## config.mk

```make
export PLATFORM = sky130hd
export DESIGN_NAME = uart_receiver
export DESIGN_NICKNAME = d
export VERILOG_FILES = /design/src/rtl/uart_receiver.sv
export SDC_FILE = /design/constraint.sdc
export NUM_CORES = 1
export LEC_CHECK = 0
export ABC_AREA = 1
export CAP_MARGIN = 20
export CORE_MARGIN = 4
export CORE_UTILIZATION = 60
export CTS_CLUSTER_SIZE = 30
export DETAILED_ROUTE_END_ITERATION = 6
export GPL_ROUTABILITY_DRIVEN = 0
export GPL_TIMING_DRIVEN = 0
export PLACE_DENSITY = 0.83
export SLEW_MARGIN = 20
export SYNTH_ARGS = -nofsm -noshare
export SYNTH_HDL_FRONTEND = slang
export SYNTH_SLANG_ARGS = --single-unit
```

## constraint.sdc

```tcl
create_clock -name clk -period 2.8 [get_ports clk]
set_input_delay 0.84 -clock clk [delete_from_list [all_inputs] [get_ports clk]]
set_output_delay 0.84 -clock clk [all_outputs]
set_load 0.02 [all_outputs]
```

## src/rtl/uart_receiver.sv

```systemverilog
// UART receive stage: 16x oversampled start/data/parity/stop recovery with
// a valid/ack host handshake and parity, framing and overrun status.
module uart_receiver #(
  parameter int unsigned OVERSAMPLE  = 16,
  parameter int unsigned SYNC_STAGES = 2
) (
  input  logic       clk,
  input  logic       reset,
  input  logic       clk_enable,
  input  logic       word_size,
  input  logic [1:0] parity_mode,
  input  logic       rx_in,
  input  logic       rx_ack,
  output logic [7:0] rx_data,
  output logic       rx_valid,
  output logic       rx_parity_err,
  output logic       rx_frame_err,
  output logic       rx_overrun,
  output logic       rx_busy
);

  localparam int unsigned TICK_W = $clog2(OVERSAMPLE);
  localparam int unsigned MID    = OVERSAMPLE / 2;

  localparam logic [TICK_W-1:0] TICK_PRE  = TICK_W'(MID - 1);
  localparam logic [TICK_W-1:0] TICK_MID  = TICK_W'(MID);
  localparam logic [TICK_W-1:0] TICK_POST = TICK_W'(MID + 1);
  localparam logic [TICK_W-1:0] TICK_LAST = TICK_W'(OVERSAMPLE - 1);

  typedef enum logic [2:0] {
    IDLE   = 3'd0,
    START  = 3'd1,
    DATA   = 3'd2,
    PARITY = 3'd3,
    STOP   = 3'd4
  } state_t;

  state_t              state_q, state_d;
  logic [TICK_W-1:0]   tick_q, tick_d;
  logic [2:0]          bit_q, bit_d;
  logic [SYNC_STAGES-1:0] sync_q;
  logic                s_in;
  logic [2:0]          samp_q;
  logic [7:0]          sh_q;
  logic                ws_q;
  logic [1:0]          pm_q;
  logic                par_err_q;
  logic                par_bit_q;
  logic                stop_q;
  logic                commit_q;
  logic                brk_hold_q;

  logic                start_c;
  logic                shift_c;
  logic                par_cap_c;
  logic                stop_cap_c;
  logic                maj_c;
  logic [2:0]          last_bit_c;
  logic                par_exp_c;
  logic                break_c;

  assign s_in       = sync_q[SYNC_STAGES-1];
  assign maj_c      = (samp_q[0] & samp_q[1]) | (samp_q[0] & samp_q[2]) | (samp_q[1] & samp_q[2]);
  assign last_bit_c = ws_q ? 3'd7 : 3'd6;
  // bit7 of the shifter stays 0 in 7-bit mode, so the full XOR is correct
  assign par_exp_c  = (^sh_q) ^ (pm_q == 2'b10);
  // all-zero word, zero parity bit and low stop bit: line is in break
  assign break_c    = !s_in && (sh_q == 8'h00) && !par_bit_q;

  // rx_in metastability synchronizer, preset to the idle level
  always_ff @(posedge clk or posedge reset) begin
    if (reset) begin
      sync_q <= '1;
    end else begin
      sync_q[0] <= rx_in;
      for (int unsigned i = 1; i < SYNC_STAGES; i++) begin
        sync_q[i] <= sync_q[i-1];
      end
    end
  end

  // FSM state and bit-timing counters
  always_ff @(posedge clk or posedge reset) begin
    if (reset) begin
      state_q <= IDLE;
      tick_q  <= '0;
      bit_q   <= 3'd0;
      rx_busy <= 1'b0;
    end else begin
      state_q <= state_d;
      tick_q  <= tick_d;
      bit_q   <= bit_d;
      rx_busy <= (state_d != IDLE);
    end
  end

  // next-state decode; everything advances only on sample ticks
  always_comb begin
    state_d    = state_q;
    tick_d     = tick_q;
    bit_d      = bit_q;
    start_c    = 1'b0;
    shift_c    = 1'b0;
    par_cap_c  = 1'b0;
    stop_cap_c = 1'b0;
    if (clk_enable) begin
      case (state_q)
        IDLE: begin
          if (!s_in && !brk_hold_q) begin
            state_d = START;
            tick_d  = '0;
            start_c = 1'b1;
          end
        end
        START: begin
          tick_d = tick_q + TICK_W'(1);
          if (tick_q == TICK_MID && s_in) begin
            state_d = IDLE;
            tick_d  = '0;
          end else if (tick_q == TICK_LAST) begin
            state_d = DATA;
            tick_d  = '0;
            bit_d   = 3'd0;
          end
        end
        DATA: begin
          tick_d = tick_q + TICK_W'(1);
          if (tick_q == TICK_LAST) begin
            shift_c = 1'b1;
            tick_d  = '0;
            if (bit_q == last_bit_c) begin
              bit_d   = 3'd0;
              state_d = (pm_q != 2'b00) ? PARITY : STOP;
            end else begin
              bit_d = bit_q + 3'd1;
            end
          end
        end
        PARITY: begin
          tick_d = tick_q + TICK_W'(1);
          if (tick_q == TICK_LAST) begin
            par_cap_c = 1'b1;
            tick_d    = '0;
            state_d   = STOP;
          end
        end
        STOP: begin
          tick_d = tick_q + TICK_W'(1);
          if (tick_q == TICK_MID) begin
            stop_cap_c = 1'b1;
            tick_d     = '0;
            state_d    = IDLE;
          end
        end
        default: begin
          state_d = IDLE;
          tick_d  = '0;
        end
      endcase
    end
  end

  // mid-bit samples, data shifter, frame config and parity/stop capture
  always_ff @(posedge clk or posedge reset) begin
    if (reset) begin
      samp_q    <= 3'b000;
      sh_q      <= 8'h00;
      ws_q      <= 1'b0;
      pm_q      <= 2'b00;
      par_err_q <= 1'b0;
      par_bit_q <= 1'b0;
      stop_q    <= 1'b1;
      commit_q  <= 1'b0;
    end else begin
      commit_q <= stop_cap_c;
      if (clk_enable) begin
        if (tick_q == TICK_PRE)  samp_q[0] <= s_in;
        if (tick_q == TICK_MID)  samp_q[1] <= s_in;
        if (tick_q == TICK_POST) samp_q[2] <= s_in;
      end
      if (start_c) begin
        sh_q      <= 8'h00;
        ws_q      <= word_size;
        pm_q      <= parity_mode;
        par_err_q <= 1'b0;
        par_bit_q <= 1'b0;
      end
      if (shift_c) sh_q[bit_q] <= maj_c;
      if (par_cap_c) begin
        par_bit_q <= maj_c;
        par_err_q <= (maj_c != par_exp_c);
      end
      if (stop_cap_c) stop_q <= s_in;
    end
  end

  // after a break word, hold off start detection until the line idles
  always_ff @(posedge clk or posedge reset) begin
    if (reset) begin
      brk_hold_q <= 1'b0;
    end else if (stop_cap_c && break_c) begin
      brk_hold_q <= 1'b1;
    end else if (state_q == IDLE && s_in) begin
      brk_hold_q <= 1'b0;
    end
  end

  // host handshake, runs every clk; a commit takes priority over an ack
  always_ff @(posedge clk or posedge reset) begin
    if (reset) begin
      rx_data       <= 8'h00;
      rx_valid      <= 1'b0;
      rx_parity_err <= 1'b0;
      rx_frame_err  <= 1'b0;
      rx_overrun    <= 1'b0;
    end else if (commit_q) begin
      rx_data       <= sh_q;
      rx_valid      <= 1'b1;
      rx_parity_err <= par_err_q;
      rx_frame_err  <= !stop_q;
      rx_overrun    <= rx_valid && !rx_ack;
    end else if (rx_ack && rx_valid) begin
      rx_valid      <= 1'b0;
      rx_parity_err <= 1'b0;
      rx_frame_err  <= 1'b0;
      rx_overrun    <= 1'b0;
    end
  end

endmodule

```

* Word-level counts from Yosys, hierarchy flattened
Index checks and enable logic that the tools add are counted.
Widths: inputs -> output; s select.
** Operators by class
- Divide/modulo/power cells :: 0
- $lt $le $gt $ge :: 2
- Multiplexer cells :: 47
- Bitwise logic cells :: 6
- Shifts and indexed selects :: 0
- Multiply operators :: 0
- Equality and inequality tests :: 15
- $add $sub $neg :: 2
- Reductions and logical operators :: 29
** Operator list (count)
- $mux 3 :: 13
- $mux 1 :: 23
- $mux 4 :: 4
- $mux 8 :: 2
- $pmux 4 s4 :: 1
- $pmux 3 s5 :: 1
- $eq 4x4->1 const B :: 3
- $reduce_bool 2->1 :: 5
- $logic_and 1x1->1 :: 9
- $bwmux 8 :: 1
- $logic_not 8->1 :: 1
- $ne 2x2->1 const B :: 4
- $reduce_and 2->1 :: 4
- $reduce_xor 8->1 :: 1
- $eq 3x2->1 const B :: 2
- $pmux 3 s2 :: 1
- $logic_not 1->1 :: 5
- $reduce_and 5->1 :: 1
- $add 4x1->4 const B :: 1
- $eq 4x3->1 const B :: 1
- $lt 3x4->1 const B :: 1
- $add 3x1->3 const B :: 1
- $and 1x1->1 :: 3
- $demux 1 s3 :: 1
- 11 further kinds :: 12
** Word-level totals
- ROM bits :: 0
- Latch bits :: 0
- Memory bits (writable) :: 0
- Flip-flop bits (word level) :: 44
- Logic and storage cells :: 122
- Memories kept :: 0
- Output and inout bits :: 13
- Bits of input ports :: 8

* Depth between registers and ports, before layout
- Word-level depth :: 8
- Mapped depth :: 12
- Gate-level depth less buffers :: 12

* Worst setup path after synthesis
Ideal clock, no wire load.
- Path kind :: input port to flip-flop
- Start point :: in clk_enable
- End point :: reg par_bit_q
- Setup slack :: 0.971 ns
- Path buffers :: 1
- Required time :: 2.680 ns
- Data arrival time :: 1.709 ns
- Cell stages on the path :: 5
- Setup time :: 0.120 ns
- Path through :: buf_2 inv_1 nor2_2 inv_2 a31o_2
** On the way
- Cells in the longest elaborated chain, start to end :: 2
- Elaborated cells between the ends (all ways) :: 4
- Those cells by class :: mux (3); reduce/logical (1)
** RTL lines
- from (decl) :: RTL line 9 : input logic clk_enable,
- $mux 1 :: RTL line 106 : if (clk_enable) begin
- $mux 1 / $reduce_bool 2->1 (equally long branches)
- to (signal assigned) :: RTL line 190 : par_bit_q <= maj_c;
- to (decl) :: RTL line 48 : logic par_bit_q;
Several ways; a longest one is shown, not always the timed one.
A chain may end at the register's enable or synchronous reset.

* Worst setup path in the final report
- Start point :: reg rx_valid
- End point :: out rx_valid
** RTL lines
- from (decl) :: RTL line 15 : output logic rx_valid,
- from (signal assigned) :: RTL line 212 : rx_valid <= 1'b0;
- from (signal assigned) :: RTL line 218 : rx_valid <= 1'b1;
- from (signal assigned) :: RTL line 223 : rx_valid <= 1'b0;
No word-level cell between the ends.

==> flow_summary.ini <==
[final_layout]
multiInputGateArea_um2 = 952
nets = 305
drive_gt1_frac = 0.110
fin_util = 0.756
area.growth.synth_to_final_pct = 17.7
nFillCells = 266
diodes = 0
ff_latch_area_um2 = 1100

[logic_synthesis]
yosys_most_used_dff = dfrtp_1
syn_inst = 262
synth_edf_count = 0
async_flop_share = 1.00
yosysTopAreaCell = dfrtp_1
synth_warnings = 0
synth_nets = 278
synth_top_cell_area_share = 0.461
seq_area_frac_synth = 0.496
synth_seq_cells = 44
synthTopCellsByArea = dfrtp_1 46%, nand2_1 10%, inv_1 6.1%, nand3_1 5.2%, o21ai_0 4.7%
syn_area_um2 = 2230
synth.distinct_cells = 32
avgSynthCellArea_um2 = 8.50

[global_routing]
grt_start_max_net_pins = 31
grt_pass1_wl_um = 7880
antenna_found_initial = 0
grt_pass1_vias = 1790
grt_usage = 0.224
grt-ovfl-total = 0

[timing]
tns_ns = 0
rsz0062_at_grt = no
slew_viol_final = 0
worst_pin_slew_ns = 0.405
max_freq_ghz = 0.477
fin_skew_ns = 0.00637
setup_viol = 0
finalCritPeriodShare = 0.748
setup_slack_ns = 0.704
slew_headroom = 0.730
finalCriticalPeriod_ns = 2.10
final_hold_viol_count = 0

[clock_network]
clkLatencyLatePin_ns = 0.29
cts_buffers = 5
cts_setup_buffers = 0
clockBufferDepth = 2
cts_tree = done
cts_hold_buf = 0
clock_sinks = 44
clk_root_buffer_cell = clkbuf_8
path_clk_slew_ns = 0.08
htreeDepth = 2
postCtsResizedCells = 0

[floorplan]
initial_core_util = 0.642
fp.dieH_um = 68.9
die_w_um = 68.9
core_um2 = 3470
pin_count = 21
dieArea_um2 = 4750
placementRows = 21

[worst_setup_path]
reg2regPathDepth = 10
cpMaxStageDelayCell = clkdlybuf4s50_1
cp-startpoint = rx_valid$_DFFE_PP0P_
path_max_fanout = 3
critical_path_cell_count = 1
crit_arrival_ns = 1.26
cp-start-kind = flip-flop
crit_required_ns = 1.96
path_class = reg2out
cp_cell_sequence = clkdlybuf4s50_1
crit_end = rx_valid
reg2reg_slack_ns = 1.12
path_delay_family = buffers and inverters
crit_buf_inv = 1
cp-end-kind = primary output
rr_endpoint = sh_q[2]$_DFF_PP0_
r2r_start = tick_q[1]$_DFFE_PP0P_
cp_slowest_stage_delay_ns = 0.60

[routing]
drc_errors = 0
antenna_left = 0
viasPerCell = 5.37
drt_pre_antenna_iters = 4
vias = 1804
wl_per_cell_um = 13.3
wirelength_um = 4470
drt_first_iter_violations = 166

[job]
max_cap_viol_count = 0

[pwr]
vdd_ir_drop_max_mv = 0.493
p_leak_nw = 1.26
p_per_area_nw_per_um2 = 667

[place]
place_hpwl_um = 3360
port_buffers = 19
dp_slack_ns = 0.767

[min_path]
holdCritPathClass = reg2reg

[run_status]
status = finished, final reports clean
-- power breakdown --
group	internal (mW)	switching, mW
clock	0.315	0.209
sequential	0.725	0.0778
combinational	0.150	0.273
total	1.19	0.559
-- cell usage after synthesis (2+ instances only) --
cell type  instances
nand2_1           61
dfrtp_1           41
inv_1             36
nand3_1           23
o21ai_0           21
nor2_1            14
nand4_1           10
ha_1               8
o21ai_1            8
a21oi_1            6
dfstp_2            3
inv_2              3
xnor2_1            3
clkbuf_1           2
nand2_2            2
nand3_2            2
nor2_2             2
nor2_8             2
xor2_1             2
-- final cells by class --
type	instances	area share
plain buffers	3	0.00477
clock buffers	7	0.0368
clock inverters	1	0.0115
inverters	41	0.0601
multi-input cells	174	0.363
flip-flops and latches	44	0.421
well taps	46	0.0220
repair buffers	20	0.0802
-- per-layer routing --
metal | vias up | GRT usage | share of wire
met1 | 833 | 0.290 | 0.45
met2 | 55 | 0.367 | 0.47
met4 | 0 | 0.0949 | 0.024
met3 | 12 | 0.0405 | 0.050
met5 | - | 0 | 0
li1 | 904 | - | -
-- flip-flops by register name (all words and copies together), names as in the netlist, 2 cells and up --
register / cells
rx_data: 8
sh_q: 8
tick_q: 4
bit_q: 3
samp_q: 3
state_q: 3
pm_q: 2
sync_q: 2
-- through the flow --
stage               total power, mW  cells  area [um^2]  hold WS [ns]
finish                         1.75    336         2620         0.368
global route                   1.86    336         2620         0.369
CTS                            1.75    336         2620         0.366
detailed placement             1.23    328         2490         0.355
global placement               1.20    327         2470         0.352
floorplan                      1.10    262         2230         0.345
-- worst min-delay path by stage --
stage | startpoint | to | slack (ns) | cells after the start
floorplan | sync_q[0]$_DFF_PP1_ | sync_q[1]$_DFF_PP1_ | 0.35 | 0
global placement | sync_q[0]$_DFF_PP1_ | sync_q[1]$_DFF_PP1_ | 0.35 | 0
detailed placement | sync_q[0]$_DFF_PP1_ | sync_q[1]$_DFF_PP1_ | 0.35 | 0
CTS | sync_q[0]$_DFF_PP1_ | sync_q[1]$_DFF_PP1_ | 0.37 | 0
global route | sync_q[0]$_DFF_PP1_ | sync_q[1]$_DFF_PP1_ | 0.37 | 0
finish | sync_q[0]$_DFF_PP1_ | sync_q[1]$_DFF_PP1_ | 0.37 | 0
-- cell families after synthesis --
group,Yosys count,share of synthesized area
mux,1,0.00506
flops,44,0.496
buf+inv,44,0.0764
xor+xnor,5,0.0197
compound gates,41,0.101
simple gates,119,0.257
fa+ha+maj,8,0.0449
-- placed cells by master, fill, tap and decap left out, types with 2 or more instances in the layout --
| cell | synthesis | final |
|---|---|---|
| nand3_1 | 23 | 23 |
| clkbuf_8 | 0 | 7 |
| nor2_8 | 2 | 2 |
| nor2_1 | 14 | 14 |
| clkbuf_1 | 2 | 2 |
| nand2_1 | 61 | 61 |
| inv_2 | 3 | 4 |
| o21ai_0 | 21 | 21 |
| nand2_2 | 2 | 2 |
| clkdlybuf4s50_1 | 0 | 19 |
| dfrtp_1 | 41 | 41 |
| nor2_2 | 2 | 2 |
| dfstp_2 | 3 | 3 |
| nand4_1 | 10 | 10 |
| xnor2_1 | 3 | 3 |
| inv_1 | 36 | 35 |
| a21oi_1 | 6 | 6 |
| ha_1 | 8 | 8 |
| o21ai_1 | 8 | 8 |
| xor2_1 | 2 | 2 |
| nand3_2 | 2 | 2 |
Note: power is estimated with default switching activity, not from simulation.
